--- config.mk ---
export PLATFORM = sky130hd
export DESIGN_NAME = rx_chan_packer
export DESIGN_NICKNAME = d
export VERILOG_FILES = /design/src/rtl/rx_chan_packer_pkg.sv /design/src/rtl/rx_chan_packer_word_sel.sv /design/src/rtl/rx_chan_packer.sv
export SDC_FILE = /design/constraint.sdc
export NUM_CORES = 1
export LEC_CHECK = 0
export ABC_AREA = 0
export CORE_ASPECT_RATIO = 2
export CORE_UTILIZATION = 69
export DETAILED_ROUTE_END_ITERATION = 10
export DONT_BUFFER_PORTS = 1
export PLACE_DENSITY = 0.94
export SYNTH_ARGS = -nofsm -noshare
export SYNTH_HDL_FRONTEND = slang
export SYNTH_SLANG_ARGS = --single-unit
--- constraint.sdc ---
create_clock -name clock -period 3.9 [get_ports clock]
set_input_delay 0.39 -clock clock [delete_from_list [all_inputs] [get_ports clock]]
set_output_delay 0.39 -clock clock [all_outputs]
set_load 0.1 [all_outputs]
--- src/rtl/rx_chan_packer_pkg.sv ---
// rx_chan_packer_pkg: shared sizes, state encoding and header layout for the RX channel packer.
// RX_PACKER_HEADER_EN adds one header word to every frame.
package rx_chan_packer_pkg;
   localparam int NCHAN      = 4;
   localparam int WIDTH      = 16;
   localparam int DEPTH      = 1024;
   localparam int USEDW_BITS = 10;
   localparam int LEN_BITS   = USEDW_BITS + 1;
`ifdef RX_PACKER_HEADER_EN
   localparam int HDR_WORDS  = 1;
`else
   localparam int HDR_WORDS  = 0;
`endif
   localparam int IDX_BITS    = $clog2(2*NCHAN + HDR_WORDS);
   localparam int HDR_SEQ_MSB = 15;
   localparam int HDR_SEQ_LSB = 8;
   localparam int HDR_OVR     = 7;
   localparam int HDR_NCH_MSB = 2;
   localparam int HDR_NCH_LSB = 0;
   localparam logic [15:0] OVR_CNT_MAX = 16'hFFFF;

   typedef enum logic {ST_IDLE, ST_WRITE} state_t;

   function automatic logic [2:0] clamp_nch(input logic [2:0] c);
      return (c > 3'(NCHAN)) ? 3'(NCHAN) : c;
   endfunction

   function automatic logic [LEN_BITS-1:0] frame_len(input logic [2:0] nch);
      return LEN_BITS'({nch, 1'b0}) + LEN_BITS'(HDR_WORDS);
   endfunction

   function automatic logic [WIDTH-1:0] make_header(input logic [7:0] seq, input logic ovr,
                                                    input logic [2:0] nch);
      logic [WIDTH-1:0] h;
      h = '0;
      h[HDR_SEQ_MSB:HDR_SEQ_LSB] = seq;
      h[HDR_OVR] = ovr;
      h[HDR_NCH_MSB:HDR_NCH_LSB] = nch;
      return h;
   endfunction
endpackage

--- src/rtl/rx_chan_packer_word_sel.sv ---
// rx_word_sel: picks the FIFO word for the current frame index from the latched sample set.
// With RX_PACKER_HEADER_EN, index 0 is the header and samples shift up by one.
module rx_word_sel
   import rx_chan_packer_pkg::*;
(
   input  logic [2*NCHAN*WIDTH-1:0] samples,
`ifdef RX_PACKER_HEADER_EN
   input  logic [WIDTH-1:0]         header,
`endif
   input  logic [IDX_BITS-1:0]      idx,
   output logic [WIDTH-1:0]         word
);
   logic [WIDTH-1:0] words [2*NCHAN];

   for (genvar i = 0; i < 2*NCHAN; i++) begin : g_w
      assign words[i] = samples[i*WIDTH +: WIDTH];
   end

`ifdef RX_PACKER_HEADER_EN
   logic [2:0] sel;
   assign sel  = 3'(idx - IDX_BITS'(1));
   assign word = (idx == '0) ? header : words[sel];
`else
   assign word = words[idx];
`endif
endmodule

--- src/rtl/rx_chan_packer.sv ---
// rx_chan_packer: writes one I/Q pair per active channel into the RX FIFO per strobe, whole frames only.
// Define RX_PACKER_HEADER_EN to prefix each frame with a {seq, overrun, nch} header word.
module rx_chan_packer
   import rx_chan_packer_pkg::*;
(
   input  logic                     clock,
   input  logic                     reset_n,
   input  logic                     clear,
   input  logic [2:0]               channels,
   input  logic                     strobe,
   input  logic [2*NCHAN*WIDTH-1:0] sample_bus,
   input  logic [USEDW_BITS-1:0]    fifo_wrusedw,
   input  logic                     fifo_wrfull,
   output logic [WIDTH-1:0]         fifo_data,
   output logic                     fifo_wrreq,
   output logic                     busy,
   output logic                     overrun,
   output logic [15:0]              overrun_count
);
   state_t                   state, state_nx;
   logic [2*NCHAN*WIDTH-1:0] samples;
   logic [2:0]               nch_in, nch_q;
   logic [IDX_BITS-1:0]      idx;
   logic [LEN_BITS-1:0]      flen_in, flen_q, free;
   logic                     fits, accept, drop, abort, last;
   logic [WIDTH-1:0]         word;

   assign nch_in     = clamp_nch(channels);
   assign flen_in    = frame_len(nch_in);
   assign flen_q     = frame_len(nch_q);
   assign free       = fifo_wrfull ? '0 : LEN_BITS'(DEPTH) - {1'b0, fifo_wrusedw};
   assign fits       = free >= flen_in;
   assign busy       = state == ST_WRITE;
   assign abort      = busy && fifo_wrfull;
   assign last       = busy && LEN_BITS'(idx) == flen_q - LEN_BITS'(1);
   assign accept     = strobe && nch_in != '0 && !busy && fits;
   // A strobe while writing, even on the last word, loses its frame.
   assign drop       = abort || (strobe && nch_in != '0 && (busy || !fits));
   assign fifo_wrreq = busy && !fifo_wrfull;
   assign fifo_data  = busy ? word : '0;

   always_comb begin
      state_nx = busy ? ((abort || last) ? ST_IDLE : ST_WRITE) : (accept ? ST_WRITE : ST_IDLE);
   end

   always_ff @(posedge clock or negedge reset_n) begin
      if (!reset_n) state <= ST_IDLE;
      else          state <= clear ? ST_IDLE : state_nx;
   end

   always_ff @(posedge clock or negedge reset_n) begin
      if (!reset_n) begin
         samples       <= '0;
         nch_q         <= '0;
         idx           <= '0;
         overrun       <= 1'b0;
         overrun_count <= '0;
      end else if (clear) begin
         samples       <= '0;
         nch_q         <= '0;
         idx           <= '0;
         overrun       <= 1'b0;
         overrun_count <= '0;
      end else begin
         idx <= busy ? idx + IDX_BITS'(1) : '0;
         if (accept) begin
            samples <= sample_bus;
            nch_q   <= nch_in;
         end
         if (drop) begin
            overrun       <= 1'b1;
            overrun_count <= (overrun_count == OVR_CNT_MAX) ? overrun_count : overrun_count + 16'd1;
         end
      end
   end

`ifdef RX_PACKER_HEADER_EN
   logic [7:0]       seq;
   logic [WIDTH-1:0] header;

   always_ff @(posedge clock or negedge reset_n) begin
      if (!reset_n) begin
         seq    <= '0;
         header <= '0;
      end else if (clear) begin
         seq    <= '0;
         header <= '0;
      end else if (accept) begin
         header <= make_header(seq, overrun, nch_in);
         seq    <= seq + 8'd1;
      end
   end
`endif

   rx_word_sel u_sel (
      .samples (samples),
`ifdef RX_PACKER_HEADER_EN
      .header  (header),
`endif
      .idx     (idx),
      .word    (word)
   );
endmodule

==> results of run 1 <==
[kinds of logic after synthesis]
group | count (synthesis)
AOI/OAI and AO/OA | 414
DFF | 152
buffers and inverters | 125
and+or+nand+nor | 108
muxes | 65
adders and majority gates | 7
xor gates and xnor gates | 5
[synthesized netlist by cell type, types with 3 or more instances]
cell type / count / area share, %
mux2i_1: 18 / 2.0
o211ai_1: 260 / 22
inv_1: 7 / 0.29
nand2_1: 8 / 0.34
mux2_1: 6 / 0.75
ha_1: 7 / 0.98
nor2_1: 23 / 0.96
nor2b_1: 32 / 2.2
xor2_1: 3 / 0.29
nor4_1: 4 / 0.28
and4_1: 4 / 0.39
nand4_1: 5 / 0.35
nand2b_1: 5 / 0.35
dfrtp_1: 152 / 42
buf_1: 3 / 0.13
nand3_1: 7 / 0.39
o31ai_1: 3 / 0.25
o21ai_0: 4 / 0.22
a21oi_1: 137 / 7.7
mux2_2: 8 / 1.0
mux4_2: 32 / 8.1
nor4_2: 7 / 0.98
buf_2: 25 / 1.4
clkbuf_1: 87 / 3.6
[stage by stage]
stage / worst slack [ns] / hold WS (ns) / instance area, um2 / total power (W)
6_report: 0.603 / -0.351 / 9710 / 0.00427
3_5_place_dp: 0.762 / 0.0983 / 9040 / 0.00247
3_3_place_gp: 0.891 / 0.102 / 9040 / 0.00243
4_1_cts: 0.664 / -0.354 / 9680 / 0.00424
5_1_grt: 0.514 / -0.361 / 9700 / 0.00437
2_1_floorplan: 0.686 / 0.0944 / 8950 / 0.00233
[registers in the layout, indices dropped and copies added (netlist names)]
signal and flops:
overrun 1, nch_q 3, samples 128, busy 1
overrun_count 16, idx 3
[layout by cell type (no fill, tap or decap), types with 3 or more instances in the layout]
cell,instances
o211ai_1,260
dfrtp_1,150
a21oi_1,135
mux4_2,32
buf_4,29
nor2_1,22
mux2i_1,18
nor2b_2,17
clkbuf_16,17
nor2b_1,15
diode_2,10
nand2_1,8
mux2_2,8
inv_1,7
nand3_1,7
nor4_2,7
ha_1,7
mux2_1,6
nand2b_1,5
nand4_1,5
and4_1,4
o21ai_0,4
nor4_1,4
bufinv_16,4
buf_12,4
xor2_1,3
o31ai_1,3
clkbuf_8,3
clkinvlp_4,3
[worst max-delay path, stage by stage (launching register included)]
cell	delay, ns
dfrtp_1	1.26
buf_4	0.35
mux4_2	0.34
mux2i_1	0.21
nor2b_2	0.07
buf_4	0.24
[power by group through the flow]
stage	Clock [W]	Sequential, W	Combinational, W
after floorplan	0	0.00177	0.000564
after global placement	0	0.00179	0.000637
after detailed placement	0	0.00180	0.000669
after CTS	0.00178	0.00178	0.000679
after global routing	0.00185	0.00179	0.000740
final	0.00178	0.00178	0.000698
[area by class of cell]
class                   count  share of cell area [%]
well taps                 150                    1.93
flip-flops and latches    152                    39.2
clock inverters            11                    1.75
diodes                     10                   0.258
repair buffers             33                    3.07
multi-input cells         599                    48.7
clock buffers              21                    4.85
inverters                   7                   0.271
[routing by layer]
metal | track usage, % | vias up
met4 | 37.5 | 2
met3 | 15.8 | 185
met2 | 67.4 | 701
li1 | - | 3311
met5 | 0 | -
met1 | 48.0 | 3942
[worst min path at each step]
stage / from / endpoint / slack [ns] / depth (start not counted)
floorplan: reset_n / busy / 0.09 / 0
global placement: reset_n / samples[106] / 0.10 / 0
detailed placement: reset_n / samples[81] / 0.1 / 0
CTS: reset_n / samples[81] / -0.35 / 0
global route: reset_n / samples[81] / -0.36 / 0
finish: reset_n / samples[81] / -0.35 / 0
==> metrics.txt, run 1 <==
Slew Viols, Final 0; Peak supply drop 0.402 mV; Metal-1 WL 8.94 mm; Setup Buffers After CTS 0; XOR/XNOR Fraction of Synth Area 0.489%; Critical Path Start idx[1]; routed wl met3 3.14 mm; critical path arrival 2.91 ns; die height 163 um; Gate power share 16.4%; ratio of cells with drive above 1 in the final layout 17.0%; failing checks negative hold slack; I/O pin total 181; first-pass GRT wire length 42.8 mm; R2R Path End samples[96]; Avg Vias per Cell 8.28; drc violations 0; hold_ws -0.351 ns; final net count 963; Leak Pwr 3.49 nW; routability congestion estimate 0.890; worst-case reg-to-reg path depth 5; wire length per cell 29.4 um; Compound-Gate Fraction of Synth Area 30.9%; CTS root buffer clkbuf_16; Top Layer Used met5; via count of the first global-routing pass 7883; crit start category flip-flop; clock-pin slew on the worst setup and hold paths 0.07 ns; Net Sw Frac 29.3%; TritonCTS Sinks 152; Setup crit end fifo_data[12]; area of the multi-input gates 4720 um2; syn_nets 1029; MaxCap Viol Count 0; Num CTS Buffers 17; Starting Density 70.9%; Worst-Margin Slew 1.37 ns; sequential share of power 41.8%; Final Non-Filler Cells 983; largest family of logic cells by synthesized area compound AO/OA/AOI/OAI gates; Seq cells post-synth 152; cell area power density 439 nW/um2; total die area 13500 um2; Filler Cells Inserted 756; Avg Cell Area, Syn 10.2 um2; Final period util 84.5%; H-tree depth 4; Hold Path Class input pin to asynchronous set/reset pin; f_max 303 MHz; sequential share of the synthesized area 42.5%; Initial DRC Count 1054; Row Count 58; Synth Area in Adders 0.978%; Sequential cell area 3810 um2; CP Max Fanout 27; Layout area overhead 8.43%; Die W 82.5 um; TritonRoute pass-1 iters 6; Main synth FF type dfrtp_1; CP Capture Type output port; CTS tree built; number of I/O port buffers 0; total wire length 28.9 mm; RSZ-0062 raised after global routing no; Critical Path RT 3.51 ns; placed cells 941; final setup vio count 0; setup TNS 0 ns; Simple-Gate Fraction of Synth Area 7.41%; Post-synth ARST share 100%; pin count of the biggest net entering global routing 166; met2 WL 13.9 mm; Syn Inst Count 876; final hold vios 152; min Tclk post-route 3.30 ns; worst reg2reg startpoint busy; clk buf depth 2; Mapped Area 8950 um2; Distinct cells, synth 47; Post-Route Skew 0.00785 ns; Pint 0.00301 W; switching power 0.00125 W; Setup Crit Path Kind flip-flop to output port; Ys Warns 0; relative slew slack 8.40%; ANT nets after route 0; Layout Utilization 76.9%; r2r setup slk 0.85 ns; vias 8141; Total Routing Usage GR 44.4%; Resize count post-CTS 0; initial antenna violation count 9; gr ovfl total 0; worst skew pair latency 0.42 ns; detailed placement HPWL 17.8 mm; status finished with violations; Clock power frac 41.8%; post-synthesis mux area share 12.0%; Post-synth EDFFs 0; Core ar. 12600 um2
No activity file was read; power rests on OpenSTA's default activity.
==> inputs of run 2 (changes only) <==
--- a/config.mk
+++ b/config.mk
@@ -7,10 +7,10 @@
 export LEC_CHECK = 0
 export ABC_AREA = 0
 export CORE_ASPECT_RATIO = 2
-export CORE_UTILIZATION = 69
+export CORE_UTILIZATION = 64
 export DETAILED_ROUTE_END_ITERATION = 10
 export DONT_BUFFER_PORTS = 1
-export PLACE_DENSITY = 0.94
+export PLACE_DENSITY = 0.89
 export SYNTH_ARGS = -nofsm -noshare
 export SYNTH_HDL_FRONTEND = slang
 export SYNTH_SLANG_ARGS = --single-unit
==> constraint.sdc (replaced) <==
create_clock -name clock -period 3.4 [get_ports clock]
set_input_delay 0.34 -clock clock [delete_from_list [all_inputs] [get_ports clock]]
set_output_delay 0.34 -clock clock [all_outputs]
set_load 0.1 [all_outputs]
==> metrics.txt, run 2 (synthesis results as in run 1) <==
r2r setup slk 0.92 ns; total wire length 27.9 mm; critical path arrival 2.44 ns; Critical Path Start idx[0]; ANT nets after route 0; crit-path cells buf_4, mux4_2, mux2i_1, nor2b_2, buf_4; worst reg2reg startpoint overrun_count[15]; Slew Viols, Final 0; Setup Buffers After CTS 0; most flop-heavy register samples; total die area 14500 um2; Worst-Margin Slew 1.26 ns; f_max 359 MHz; CP Max Fanout 14; Peak supply drop 0.410 mV; Final period util 81.9%; worst skew pair latency 0.43 ns; met1 Resource Use GR 43.0%; critical path's top delay family multiplexers; CTS root buffer clkbuf_16; Largest regs samples (128), overrun_count (16); setup TNS 0 ns; Avg Vias per Cell 7.79; final net count 987; CP Capture Type output port; Core ar. 13500 um2; first-pass GRT wire length 42.8 mm; I/O pin total 181; global routing usage on met2 64.2%; ratio of cells with drive above 1 in the final layout 19.4%; Die W 85.6 um; number of I/O port buffers 0; gr ovfl total 0; grt met3 use 8.61%; CTS Hold Bufs 2; Num CTS Buffers 17; Setup Crit Path Kind flip-flop to output port; initial antenna violation count 7; final hold vios 152; crit start category flip-flop; overall power 0.00475 W; via count of the first global-routing pass 7903; RSZ-0062 raised after global routing no; routability congestion estimate 0.913; cell area power density 480 nW/um2; most common cell after layout, fill and taps aside o211ai_1; commonest cells after routing, fill and taps aside o211ai_1, dfrtp_1, a21oi_1; pin count of the biggest net entering global routing 153; Hold Path Class input pin to asynchronous set/reset pin; Leak Pwr 3.61 nW; max reg flops 128; drc violations 0; Initial DRC Count 752; Filler Cells Inserted 895; CTS tree built; H-tree depth 4; Resize count post-CTS 0; status finished with violations; TritonCTS Sinks 152; failing checks negative hold slack; Worst path slowest cell dfrtp_2; Final Cell Area 9900 um2; crit-path max cell delay 0.68 ns; TritonRoute pass-1 iters 5; Critical Path RT 3.06 ns; vias 7876; die height 169 um; Row Count 60; Sequential cell area 3810 um2; final setup vio count 0; Starting Density 66.3%; clk buf depth 2; wire length per cell 27.6 um; area of the multi-input gates 4720 um2; R2R Path End overrun_count[5]; MaxCap Viol Count 0; gr busiest metal met2; relative slew slack 15.6%; Layout area overhead 10.6%; worst-case reg-to-reg path depth 4; min Tclk post-route 2.78 ns; most used cell, CP buf_4; Post-Route Skew 0.00840 ns; Total Routing Usage GR 39.3%; detailed placement HPWL 18.4 mm; clock-pin slew on the worst setup and hold paths 0.06 ns; hold_ws -0.396 ns; placed cell area 9260 um2; worst path bufs/invs 2
## run 2: metrics by stage
step	setup WS [ns]	utilization (%)	cells
final	0.616	73.3	1011
after global routing	0.515	73.2	1009
after CTS	0.588	73.1	1002
after detailed placement	0.292	68.5	968
after global placement	0.430	68.5	968
after floorplan	0.236	-	876
## run 2: worst register-to-register path, cell delays in order (launching register included)
cell	delay [ns]
dfrtp_1	1.01
nand4_1	0.21
nor2_1	0.64
nor4_1	0.15
mux2_1	0.36
## run 2: worst max-delay path by stage
stage / to / slack, ns / depth (start not counted)
4_1_cts: fifo_data[2] / 0.59 / 5
5_1_grt: fifo_data[2] / 0.51 / 5
6_report: fifo_data[2] / 0.62 / 5
3_5_place_dp: overrun_count[11] / 0.29 / 10
3_3_place_gp: overrun_count[0] / 0.43 / 10
2_1_floorplan: fifo_data[10] / 0.24 / 3
## run 2: layout make-up
type                            instances  share of cell area [%]
Inverter                                7                   0.265
Clock buffer                           18                    4.44
Tap cell                              155                    1.96
Sequential cell                       152                    38.4
Clock inverter                         14                    1.39
Antenna cell                            9                   0.228
Timing Repair Buffer                   57                    5.56
Multi-Input combinational cell        599                    47.7
## run 2: where the power goes
| part | leakage, nW | total (W) | internal, W | switching, W |
|---|---|---|---|---|
| logic | 1.27 | 0.000900 | 0.000293 | 0.000606 |
| registers | 2.07 | 0.00201 | 0.00192 | 0.0000900 |
| clock network | 0.272 | 0.00185 | 0.00104 | 0.000802 |
| total | 3.61 | 0.00475 | 0.00325 | 0.00150 |
## run 2: metal layers
| metal | up-vias | part of all wire (%) |
|---|---|---|
| met2 | 514 | 50 |
| met3 | 126 | 7.8 |
| met1 | 3873 | 33 |
| met4 | 0 | 8.9 |
| li1 | 3363 | - |
| met5 | - | 0 |
==> inputs of run 3 (changes only) <==
==> constraint.sdc (replaced) <==
create_clock -name clock -period 2.7 [get_ports clock]
set_input_delay 0.27 -clock clock [delete_from_list [all_inputs] [get_ports clock]]
set_output_delay 0.27 -clock clock [all_outputs]
set_load 0.1 [all_outputs]
==> metrics.txt, run 3 (synthesis results as in run 1) <==
status finished with violations; failing checks negative hold slack; TritonCTS Sinks 152; CP Max Fanout 27; crit start category input pin; number of I/O port buffers 0; most flop-heavy register samples; final setup vio count 0; hold_ws -0.460 ns; clk buf depth 2; Critical Path RT 3.07 ns; min Tclk post-route 2.57 ns; Initial DRC Count 1053; Final period util 95.1%; Layout Utilization 76.6%; total wire length 29.0 mm; Worst-Margin Slew 0.899 ns; Avg Vias per Cell 7.85; Largest regs samples (128), overrun_count (16); Die W 85.6 um; placed cell area 9540 um2; Total Routing Usage GR 40.4%; first-pass GRT wire length 43.9 mm; MaxCap Viol Count 0; initial antenna violation count 10; Setup Crit Path Kind input pin to flip-flop; detailed placement HPWL 18.4 mm; setup TNS 0 ns; vias 8081; Num CTS Buffers 17; Sequential cell area 3810 um2; Hold Path Class input pin to asynchronous set/reset pin; commonest cells after routing, fill and taps aside o211ai_1, dfrtp_1, a21oi_1; gr busiest metal met2; area of the multi-input gates 4740 um2; most common cell after layout, fill and taps aside o211ai_1; global routing usage on met2 67.2%; pin count of the biggest net entering global routing 153; I/O pin total 181; Core ar. 13500 um2; met1 Resource Use GR 43.9%; final hold vios 152; f_max 389 MHz; wire length per cell 28.2 um; gr ovfl total 0; worst skew pair latency 0.43 ns; drc violations 0; Post-Route Skew 0.00954 ns; Leak Pwr 3.77 nW; Filler Cells Inserted 860; ANT nets after route 0; grt met3 use 8.66%; Layout area overhead 15.6%; max reg flops 128; critical path arrival 2.94 ns; CP Capture Type flip-flop; RSZ-0062 raised after global routing no; cell area power density 606 nW/um2; CTS root buffer clkbuf_16; via count of the first global-routing pass 8033; Starting Density 66.3%; final net count 1002; total die area 14500 um2; Final Cell Area 10300 um2; setup slack at placement -0.127 ns; relative slew slack 40.1%; final setup margin 0.133 ns; H-tree depth 4; ratio of cells with drive above 1 in the final layout 20.7%; Peak supply drop 0.555 mV; Slew Viols, Final 0; clock-pin slew on the worst setup and hold paths 0.06 ns; die height 169 um; Row Count 60; TritonRoute pass-1 iters 7; routability congestion estimate 0.891; CTS tree built
[run 3: cell types whose count changed in the layout (fill, tap and decap cells not counted), moves of 2 or more]
cell and change:
clkinv_4 -2, diode_2 +4, clkinv_2 +3, inv_2 +2, bufinv_16 +3, inv_6 -4, buf_4 -8, inv_1 -2
buf_12 +19, dlygate4sd3_1 +2
[run 3: power by group]
group,switching (W),internal (W)
logic,0.000795,0.000459
registers,0.000111,0.00242
clock network,0.000954,0.00154
total,0.00186,0.00441
[run 3: timing repair]
action,4_1_cts,5_1_grt
endpoints found under the hold margin,285,153
gates resized for setup,0,5
buffers inserted,0,8
hold buffers,4,1
endpoints found under the setup margin,0,2
[run 3: critical path: stages]
cell and delay, ns:
inv_2 0.03, ha_4 0.15, xor2_1 0.15, nor2_1 0.11, ha_1 0.25, nor2b_1 0.13, a311o_1 0.28, buf_4 0.16
a21oi_4 0.17, buf_12 0.18, buf_12 0.19, o211ai_1 0.10, a21oi_1 0.18, dlygate4sd3_1 0.56
[run 3: cell type report]
| class | instances | area share (%) |
|---|---|---|
| Multi-Input combinational cell | 599 | 45.8 |
| Antenna cell | 13 | 0.314 |
| Tap cell | 155 | 1.87 |
| Sequential cell | 152 | 36.8 |
| Clock buffer | 18 | 4.15 |
| Inverter | 7 | 0.254 |
| Timing Repair Buffer | 72 | 9.12 |
| Clock inverter | 13 | 1.73 |
[run 3: metal layers]
layer / share of wire [%] / vias up
met5: 0 / -
li1: - / 3398
met1: 32 / 3970
met4: 8.7 / 0
met3: 8.0 / 143
met2: 51 / 570
[run 3: stage by stage]
stage / total power [W] / cells
global route: 0.00645 / 1026
CTS: 0.00617 / 1007
finish: 0.00627 / 1029
detailed placement: 0.00368 / 972
global placement: 0.00362 / 972
floorplan: 0.00337 / 876
[run 3: final timing paths]
check                                start      endpoint  slack, ns  depth (start not counted)
min in group clock          sample_bus[59]   samples[59]       0.02                          2
max reg2reg                           busy   samples[55]       0.32                          6
min reg2reg                   samples[127]  samples[127]       0.56                          2
min                                reset_n  samples[107]      -0.46                          0
max                        fifo_wrusedw[1]   samples[55]       0.13                         14
max in group asynchronous          reset_n          busy       2.90                          0
